File: src/rtl/oled_fb_pkg.sv
// Shared constants, state encoding and RGB565 helpers for the OLED frame-buffer reader.
package oled_fb_pkg;

    localparam int OLED_W   = 96;
    localparam int OLED_H   = 64;
    localparam int IMG_W    = 80;
    localparam int IMG_H    = 60;
    localparam int WIN_COL0 = 8;
    localparam int WIN_ROW0 = 2;

    // RGB565 layout: outer fields are 5 bits, the middle field is 6 bits
    localparam int RB_W  = 5;
    localparam int MID_W = 6;

    typedef enum logic [2:0] {
        FETCH,
        HOLD,
        WAIT,
        LATCH,
        READY
    } fb_state_t;

    function automatic logic [15:0] swap565(input logic [15:0] p);
        return {p[RB_W-1:0], p[RB_W+MID_W-1:RB_W], p[15:RB_W+MID_W]};
    endfunction

endpackage

File: src/rtl/oled_fb_reader_scan.sv
// OLED scan position counter: col fastest, wraps after the last row, and
// reports where the current position sits relative to the image window.
module oled_scan_counter #(
    parameter int OLED_COLS = 96,
    parameter int OLED_ROWS = 64,
    parameter int IMG_COLS  = 80,
    parameter int IMG_ROWS  = 60,
    parameter int COL_OFS   = 8,
    parameter int ROW_OFS   = 2
) (
    input  logic oclk,
    input  logic rst,
    input  logic advance,
    output logic at_origin,
    output logic in_win,
    output logic first_win,
    output logic last_win
);

    localparam int CW = $clog2(OLED_COLS);
    localparam int RW = $clog2(OLED_ROWS);

    logic [CW-1:0] col;
    logic [RW-1:0] row;

    always_ff @(posedge oclk) begin
        if (rst) begin
            col <= '0;
            row <= '0;
        end else if (advance) begin
            if (col == CW'(OLED_COLS - 1)) begin
                col <= '0;
                row <= (row == RW'(OLED_ROWS - 1)) ? '0 : row + 1'b1;
            end else begin
                col <= col + 1'b1;
            end
        end
    end

    always_comb begin
        at_origin = (col == '0) && (row == '0);
        in_win    = (int'(col) >= COL_OFS) && (int'(col) < COL_OFS + IMG_COLS) &&
                    (int'(row) >= ROW_OFS) && (int'(row) < ROW_OFS + IMG_ROWS);
        first_win = (int'(col) == COL_OFS) && (int'(row) == ROW_OFS);
        last_win  = (int'(col) == COL_OFS + IMG_COLS - 1) &&
                    (int'(row) == ROW_OFS + IMG_ROWS - 1);
    end

endmodule

File: src/rtl/oled_fb_reader.sv
// Frame-buffer to OLED pixel fetch: one BRAM read per window pixel, border colour
// elsewhere, with an optional freeze handshake towards the capture side.
module oled_fb_reader
    import oled_fb_pkg::*;
#(
    parameter int          OLED_COLS    = OLED_W,
    parameter int          OLED_ROWS    = OLED_H,
    parameter int          IMG_COLS     = IMG_W,
    parameter int          IMG_ROWS     = IMG_H,
    parameter int          COL_OFS      = WIN_COL0,
    parameter int          ROW_OFS      = WIN_ROW0,
    parameter int          ADDR_W       = 13,
    parameter logic [15:0] BORDER_COLOR = 16'h0000,
    parameter int          TO_W         = 20
) (
    input  logic              oclk,
    input  logic              rst,
    input  logic              next_pixel,
    output logic [ADDR_W-1:0] fb_addr,
    input  logic [15:0]       fb_pxl,
    input  logic              swap_rb,
    input  logic              hold_en,
    output logic              hold_req,
    input  logic              hold_ack,
    output logic [15:0]       color,
    output logic              frame_done,
    output logic              hold_timeout,
    output logic              overrun
);

    fb_state_t         state;
    logic [ADDR_W-1:0] run_addr;
    logic [ADDR_W-1:0] addr_now;
    logic [TO_W-1:0]   to_cnt;
    logic              border;
    logic              done_pend;
    logic              advance;
    logic              at_origin;
    logic              in_win;
    logic              first_win;
    logic              last_win;

    assign advance = (state == READY) && next_pixel;

    // The running address restarts on the same cycle the origin is fetched.
    assign addr_now = at_origin ? '0 : run_addr;

    oled_scan_counter #(
        .OLED_COLS(OLED_COLS),
        .OLED_ROWS(OLED_ROWS),
        .IMG_COLS (IMG_COLS),
        .IMG_ROWS (IMG_ROWS),
        .COL_OFS  (COL_OFS),
        .ROW_OFS  (ROW_OFS)
    ) u_scan (
        .oclk     (oclk),
        .rst      (rst),
        .advance  (advance),
        .at_origin(at_origin),
        .in_win   (in_win),
        .first_win(first_win),
        .last_win (last_win)
    );

    always_ff @(posedge oclk) begin
        if (rst) begin
            state        <= FETCH;
            run_addr     <= '0;
            to_cnt       <= '0;
            fb_addr      <= '0;
            color        <= BORDER_COLOR;
            border       <= 1'b0;
            done_pend    <= 1'b0;
            hold_req     <= 1'b0;
            frame_done   <= 1'b0;
            hold_timeout <= 1'b0;
            overrun      <= 1'b0;
        end else begin
            frame_done <= 1'b0;
            done_pend  <= 1'b0;
            if (done_pend) begin
                frame_done <= 1'b1;
                hold_req   <= 1'b0;
            end
            if (next_pixel && (state != READY))
                overrun <= 1'b1;

            case (state)
                FETCH: begin
                    if (at_origin) begin
                        run_addr <= '0;
                        hold_req <= hold_en;
                    end
                    if (!in_win) begin
                        border <= 1'b1;
                        state  <= LATCH;
                    end else if (first_win && hold_en) begin
                        to_cnt <= '0;
                        state  <= HOLD;
                    end else begin
                        fb_addr  <= addr_now;
                        run_addr <= addr_now + 1'b1;
                        border   <= 1'b0;
                        state    <= WAIT;
                    end
                end
                HOLD: begin
                    if (hold_ack || (&to_cnt)) begin
                        if (!hold_ack)
                            hold_timeout <= 1'b1;
                        fb_addr  <= run_addr;
                        run_addr <= run_addr + 1'b1;
                        border   <= 1'b0;
                        state    <= WAIT;
                    end else begin
                        to_cnt <= to_cnt + 1'b1;
                    end
                end
                WAIT: state <= LATCH;
                LATCH: begin
                    if (border)
                        color <= BORDER_COLOR;
                    else
                        color <= swap_rb ? swap565(fb_pxl) : fb_pxl;
                    if (!border && last_win)
                        done_pend <= 1'b1;
                    state <= READY;
                end
                READY: begin
                    if (next_pixel)
                        state <= FETCH;
                end
                default: state <= FETCH;
            endcase
        end
    end

endmodule

File: config.mk
export PLATFORM = sky130hd
export DESIGN_NAME = oled_fb_reader
export DESIGN_NICKNAME = d
export VERILOG_FILES = /design/src/rtl/oled_fb_pkg.sv /design/src/rtl/oled_fb_reader_scan.sv /design/src/rtl/oled_fb_reader.sv
export SDC_FILE = /design/constraint.sdc
export NUM_CORES = 1
export LEC_CHECK = 0
export CORE_AREA = 10 10 109 111
export CTS_CLUSTER_SIZE = 40
export DETAILED_ROUTE_END_ITERATION = 10
export DIE_AREA = 0 0 119 121
export GPL_TIMING_DRIVEN = 0
export HOLD_SLACK_MARGIN = 0.08
export PLACE_DENSITY = 0.66
export RECOVER_POWER = 25
export SYNTH_ARGS = -nofsm -noshare
export SYNTH_HDL_FRONTEND = slang
export SYNTH_SLANG_ARGS = --single-unit
File: constraint.sdc
create_clock -name oclk -period 3.5 [get_ports oclk]
set_input_delay 0.525 -clock oclk [delete_from_list [all_inputs] [get_ports oclk]]
set_output_delay 0.525 -clock oclk [all_outputs]
set_load 0.02 [all_outputs]
==> impl_metrics.toml, run 1 <==
[timing]
max-slew-margin-rel_pct = 21.9
fmax_mhz = 305
tns_ns = 0
drv_slew = 0
worst_slack_ns = 0.223
rsz0062_at_grt = "false"
setup_violations = 0
hold_viol = 0
tightest_slew_ns = 1.16
fin_crit_ns = 3.28
clock_skew_ns = 0.0122
fin_crit_sh_pct = 93.6

[logic_synthesis]
synth-main-ff-cell = "dfxtp_1"
synth_edf_count = 0
netlist_instances = 515
yosysUniqueCellTypes = 57
synth_seq_cells = 84
syn_area_per_cell_um2 = 8.27
synth_async_sr_flop_share_pct = 0
yosysSeqAreaShare_pct = 39.5
synth_fp_nets = 546
yosys_warnings = 0
synth.cell_area_um2 = 4260

[setup_path]
r2r_setup_slack_ns = 0.22
crit_type = "reg2reg"
rr_worst_depth = 12
startpoint_type = "flip-flop"
crit_chain = "inv_1 -> ha_1 -> or4bb_1 -> or3_1 -> clkbuf_1 -> and2_1 -> ha_1 -> and3_1 -> nand4_1 -> o31a_1 -> o21ai_0 -> a2111oi_0"
slowest_delay_ns = 0.48
r2r_end = "run_addr[10]$_SDFFE_PP0P_"
endpoint_kind = "flip-flop"
crit_path_frequent_cell = "ha_1"
path_max_fanout = 8
arrival_ns = 3.54
worstPathRequired_ns = 3.76
critPathSlowestCell = "or4bb_1"
crit-reg2reg-launch = "u_scan.row[0]$_SDFFE_PP0P_"

[cells_and_area]
regArea_um2 = 1680
drive_gt1_share_pct = 4.62
finalNetCount = 610
antenna_cells = 0
fin_cells = 717
multiInputGateArea_um2 = 2410
fillCellCount = 958
area_growth_pct = 20.9
finalInstanceArea_um2 = 5150

[drt]
wl_per_cell_um = 15.4
dr.pass1.iters = 5
top_layer_used = "met4"
met3WireLength_um = 668
drt_iter0_drc = 292
ant_nets = 0
drcViolationCount = 0
routed_wl_um = 11000
via_per_inst = 5.51
num_vias = 3949
wl_met2_um = 5140
m1WireLength_um = 5060

[placement]
place_congestion = 0.867
placed_cell_area_um2 = 4950
post-place-ws_ns = 0.278
port_buffers = 53
dp.cells = 701
dp_hpwl_um = 8140

[flow_run]
maxCapViolations = 0

[cts]
cts_hold_buffers = 0
cts_tree = "built"
clk_latency_ns = 0.37
cts_resized = 0
cts_num_sinks = 84
cts_buffers = 9
cts_setup_buffers = 0
clockRootBuffer = "clkbuf_8"
clk_pin_slew_ns = 0.08
clockBufferDepth = 2
htreeDepth = 3

[grt]
track_usage_pct = 15.3
grt_pass1_wl_um = 18500
grt_overflow = 0
antenna_found_initial = 0
grt_max_degree = 14
grt_pass1_vias = 3768

[floorplanning]
start_util_pct = 44.2
dieArea_um2 = 14400
die_height_um = 121
dieWidth_um = 119
rows = 36
core_um2 = 9640
ios = 55

[min_path]
hold_depth = 1
hp-start = "done_pend$_SDFF_PP0_"
hold_class = "reg2reg"
hold_end = "frame_done$_SDFF_PP0_"

[power_and_ir_drop]
vdd_ir_drop_max_mv = 0.165
p_leak_nw = 1.83
powerDensity_nw_per_um2 = 385
power_mw = 1.98

[run_status]
status = "finished clean"
[cell usage in the layout, fill, tap and decap left out, types with 4 or more instances in the layout]
| cell type | n |
|---|---|
| dfxtp_1 | 84 |
| nor2_1 | 66 |
| a21oi_1 | 36 |
| o21ai_0 | 33 |
| dlygate4sd3_1 | 28 |
| nand3_1 | 27 |
| clkbuf_1 | 26 |
| clkdlybuf4s50_1 | 25 |
| nand2_1 | 24 |
| nand2b_1 | 20 |
| nor3_1 | 17 |
| nand4_1 | 17 |
| xnor2_1 | 14 |
| mux2i_1 | 13 |
| xor2_1 | 12 |
| and2_1 | 10 |
| clkbuf_8 | 10 |
| a211oi_1 | 9 |
| ha_1 | 9 |
| inv_1 | 8 |
| or3_1 | 8 |
| and4_1 | 8 |
| nor3b_1 | 8 |
| and3_1 | 5 |
| a2111oi_0 | 5 |
| o31a_1 | 4 |
| o21a_1 | 4 |
[area by class of cell]
type	count	share of cell area [%]
Buffer	30	2.60
Clock buffer	12	2.82
Clock inverter	4	0.948
Inverter	8	0.583
Multi-Input combinational cell	393	46.9
Sequential cell	84	32.7
Tap cell	133	3.23
Timing Repair Buffer	53	10.3
[cell usage after synthesis, types with 5 or more instances]
cell | count | area, um^2
a2111oi_0 | 5 | 43.8
a211oi_1 | 9 | 67.6
a21oi_1 | 36 | 180
and2_1 | 10 | 62.6
and3_1 | 5 | 31.3
and4_1 | 8 | 70.1
clkbuf_1 | 24 | 90.1
dfxtp_1 | 84 | 1680
ha_1 | 9 | 113
inv_1 | 8 | 30.0
mux2i_1 | 13 | 130
nand2_1 | 24 | 90.1
nand2b_1 | 20 | 125
nand3_1 | 27 | 135
nand4_1 | 17 | 106
nor2_1 | 66 | 248
nor3_1 | 17 | 85.1
nor3b_1 | 8 | 60.1
o21ai_0 | 33 | 165
or3_1 | 8 | 50.1
xnor2_1 | 14 | 123
xor2_1 | 12 | 105
[worst max-delay path: cells and delay by family, from the launching register on]
| family | cells | cell delay, ns |
|---|---|---|
| and+or+nand+nor | 5 | 1.45 |
| AOI/OAI and AO/OA | 3 | 0.61 |
| DFF | 1 | 0.37 |
| adders and majority gates | 2 | 0.37 |
| buffers and inverters | 2 | 0.35 |
[report_power, final]
part | switching (mW) | internal (mW)
registers | 0.0224 | 0.979
clock network | 0.359 | 0.349
logic | 0.177 | 0.0978
[kinds of logic (layout without fill, tap and decap cells)]
| family | count (synthesis) | in the layout | share of synthesized area, % |
|---|---|---|---|
| mux | 13 | 13 | 3.06 |
| xor+xnor | 26 | 26 | 5.35 |
| fa+ha+maj | 9 | 9 | 2.64 |
| buf+inv | 38 | 107 | 3.85 |
| flops | 84 | 84 | 39.5 |
| simple gates | 233 | 233 | 29.3 |
| compound gates | 112 | 112 | 16.3 |
[per-layer routing]
layer	vias up	GRT usage, %
li1	1978	-
met1	1844	19.3
met2	112	24.6
met3	15	3.35
met4	0	6.41
met5	-	0
[flip-flops by register name, summed over array words and instances, names as in the netlist]
name          cells
u_scan.col        7
run_addr         13
done_pend         1
fb_addr          13
border            1
color            16
state             3
hold_timeout      1
to_cnt           20
overrun           1
frame_done        1
u_scan.row        6
hold_req          1
[how the worst max path moves through the flow]
| stage | depth (start not counted) | endpoint | startpoint | slack (ns) |
|---|---|---|---|---|
| floorplan | 12 | run_addr[10]$_SDFFE_PP0P_ | u_scan.row[0]$_SDFFE_PP0P_ | 0.65 |
| CTS | 12 | run_addr[10]$_SDFFE_PP0P_ | u_scan.row[0]$_SDFFE_PP0P_ | 0.26 |
| detailed placement | 12 | run_addr[10]$_SDFFE_PP0P_ | u_scan.row[0]$_SDFFE_PP0P_ | 0.28 |
| finish | 12 | run_addr[10]$_SDFFE_PP0P_ | u_scan.row[0]$_SDFFE_PP0P_ | 0.22 |
| global route | 12 | run_addr[10]$_SDFFE_PP0P_ | u_scan.row[0]$_SDFFE_PP0P_ | 0.05 |
| global placement | 12 | run_addr[10]$_SDFFE_PP0P_ | u_scan.row[0]$_SDFFE_PP0P_ | 0.31 |
[per-stage QoR]
step	util [%]	hold slack [ns]
after CTS	53.4	0.469
final	53.4	0.467
after global placement	51.4	0.452
after global routing	53.4	0.490
after floorplan	-	0.428
after detailed placement	51.4	0.456
(Power assumes the default switching activity.)
==> inputs of run 2 (changes only) <==
- CORE_AREA: 10 10 109 111 -> 10 10 124 98
- DIE_AREA: 0 0 119 121 -> 0 0 134 108
==> run 2 against run 1 <==
Design area is 3.5% higher. Maximum frequency rose by 0.89%. Critical endpoint unchanged. Utilization grew 0.48 points.
==> impl_metrics.toml, run 2 (same netlist as run 1, synthesis figures left out) <==
[cts]
cts_buffers = 9
cts_num_sinks = 84
cts_tree = "built"
htreeDepth = 3
clk_latency_ns = 0.34
clockBufferDepth = 2
clk_pin_slew_ns = 0.06
clockRootBuffer = "clkbuf_16"
cts_setup_buffers = 0

[grt]
grt_overflow = 0
grt_pass1_wl_um = 19300
antenna_found_initial = 0
grt_max_degree = 14
track_usage_pct = 16.0
grt_pass1_vias = 3952

[timing]
rsz0062_at_grt = "false"
fin_crit_sh_pct = 92.8
clock_skew_ns = 0.00423
tightest_slew_ns = 1.14
hold_viol = 0
drv_slew = 0
fmax_mhz = 308
max-slew-margin-rel_pct = 23.3
tns_ns = 0
fin_crit_ns = 3.25
setup_violations = 0

[floorplanning]
ios = 55
die_height_um = 108
dieWidth_um = 134
start_util_pct = 43.1
core_um2 = 9890
rows = 32
dieArea_um2 = 14500

[cells_and_area]
layout_common_cells = "dfxtp_1 (84), nor2_1 (66), a21oi_1 (36)"
reg_top3 = "to_cnt: 20 flops, color: 16 flops"
top_register = "to_cnt"
largest_register_ffs = 20
area_growth_pct = 25.2
layout_commonest_cell = "dfxtp_1"
finalNetCount = 609
antenna_cells = 0
drive_gt1_share_pct = 4.97

[drt]
num_vias = 3964
dr.pass1.iters = 5
routed_wl_um = 11400
drcViolationCount = 0
wl_per_cell_um = 15.8
via_per_inst = 5.51
ant_nets = 0
drt_iter0_drc = 404

[setup_path]
crit_type = "reg2reg"
startpoint_type = "flip-flop"
arrival_ns = 3.49
worstPathRequired_ns = 3.74
endpoint_kind = "flip-flop"
path_max_fanout = 8

[power_and_ir_drop]
p_leak_nw = 1.91
powerDensity_nw_per_um2 = 456
vdd_ir_drop_max_mv = 0.315
power_mw = 2.43

[placement]
dp_hpwl_um = 8420
place_congestion = 0.880
port_buffers = 53

[run_status]
status = "finished clean"

[flow_run]
maxCapViolations = 0

[min_path]
hold_class = "reg2reg"
==> run 2: cell count changes in the layout (fill, tap and decap cells not counted) <==
cell	delta
a2111oi_2	+1
clkinv_4	-1
bufinv_16	+2
clkbuf_16	+9
buf_2	-1
clkbuf_1	-2
clkinv_2	-2
clkbuf_8	-6
a2111oi_0	-1
==> run 2: through the flow <==
stage                     worst slack (ns)  hold slack [ns]  cell area, um^2  util [%]  cells
after floorplan                      0.650            0.428             4260         -    515
after global placement               0.312            0.465             4960      50.1    704
after detailed placement             0.218            0.466             4960      50.1    704
after CTS                            0.178            0.476             5330      53.9    720
after global routing                0.0146            0.497             5330      53.9    719
final                                0.252            0.467             5330      53.9    719
==> run 2: where the power goes <==
part	switching, mW	leakage (nW)	internal, mW
Clock	0.375	0.182	0.775
Combinational	0.179	1.05	0.0986
Sequential	0.0213	0.679	0.980
Total	0.575	1.91	1.85
==> run 2: final cells by class <==
type	instances	area, um^2
Buffer	29	129
Clock inverter	3	90.1
Inverter	8	30.0
Sequential cell	84	1680
Tap cell	136	170
Timing Repair Buffer	53	531
Clock buffer	13	280
Multi-Input combinational cell	393	2420
Fill cell	940	4560
==> run 2: layer usage <==
layer / track usage, % / share of wire [%] / vias up / wire length, um
met5: 0 / 0 / - / 0
met4: 3.33 / 0.69 / 0 / 78
met3: 6.02 / 8.2 / 10 / 930
met2: 25.4 / 45 / 101 / 5140
met1: 20.5 / 46 / 1869 / 5220
li1: - / - / 1984 / -
==> run 2: repair_timing <==
item,CTS,global route
setup endpoints to repair,0,1
hold buffers,0,0
gates resized for setup,0,2
==> run 2: path summary, 6_finish.rpt <==
path                                                   to  depth (start not counted)                       start  slack (ns)
worst max-delay path            run_addr[10]$_SDFFE_PP0P_                         11  u_scan.row[0]$_SDFFE_PP0P_        0.25
worst min-delay path              fb_addr[8]$_SDFFE_PP0P_                          2     fb_addr[8]$_SDFFE_PP0P_        0.47
worst max register to register  run_addr[10]$_SDFFE_PP0P_                         11  u_scan.row[0]$_SDFFE_PP0P_        0.25
worst min register to register    fb_addr[8]$_SDFFE_PP0P_                          2     fb_addr[8]$_SDFFE_PP0P_        0.47
==> run 2: worst max-delay path, stage by stage (launching register included) <==
cell and delay, ns:
dfxtp_1 0.36, inv_1 0.14, ha_1 0.15, or4bb_1 0.50, or3_1 0.49, and2_1 0.25
ha_1 0.23, and3_1 0.20, nand4_1 0.20, o31a_1 0.16, o21ai_0 0.10, a2111oi_2 0.37
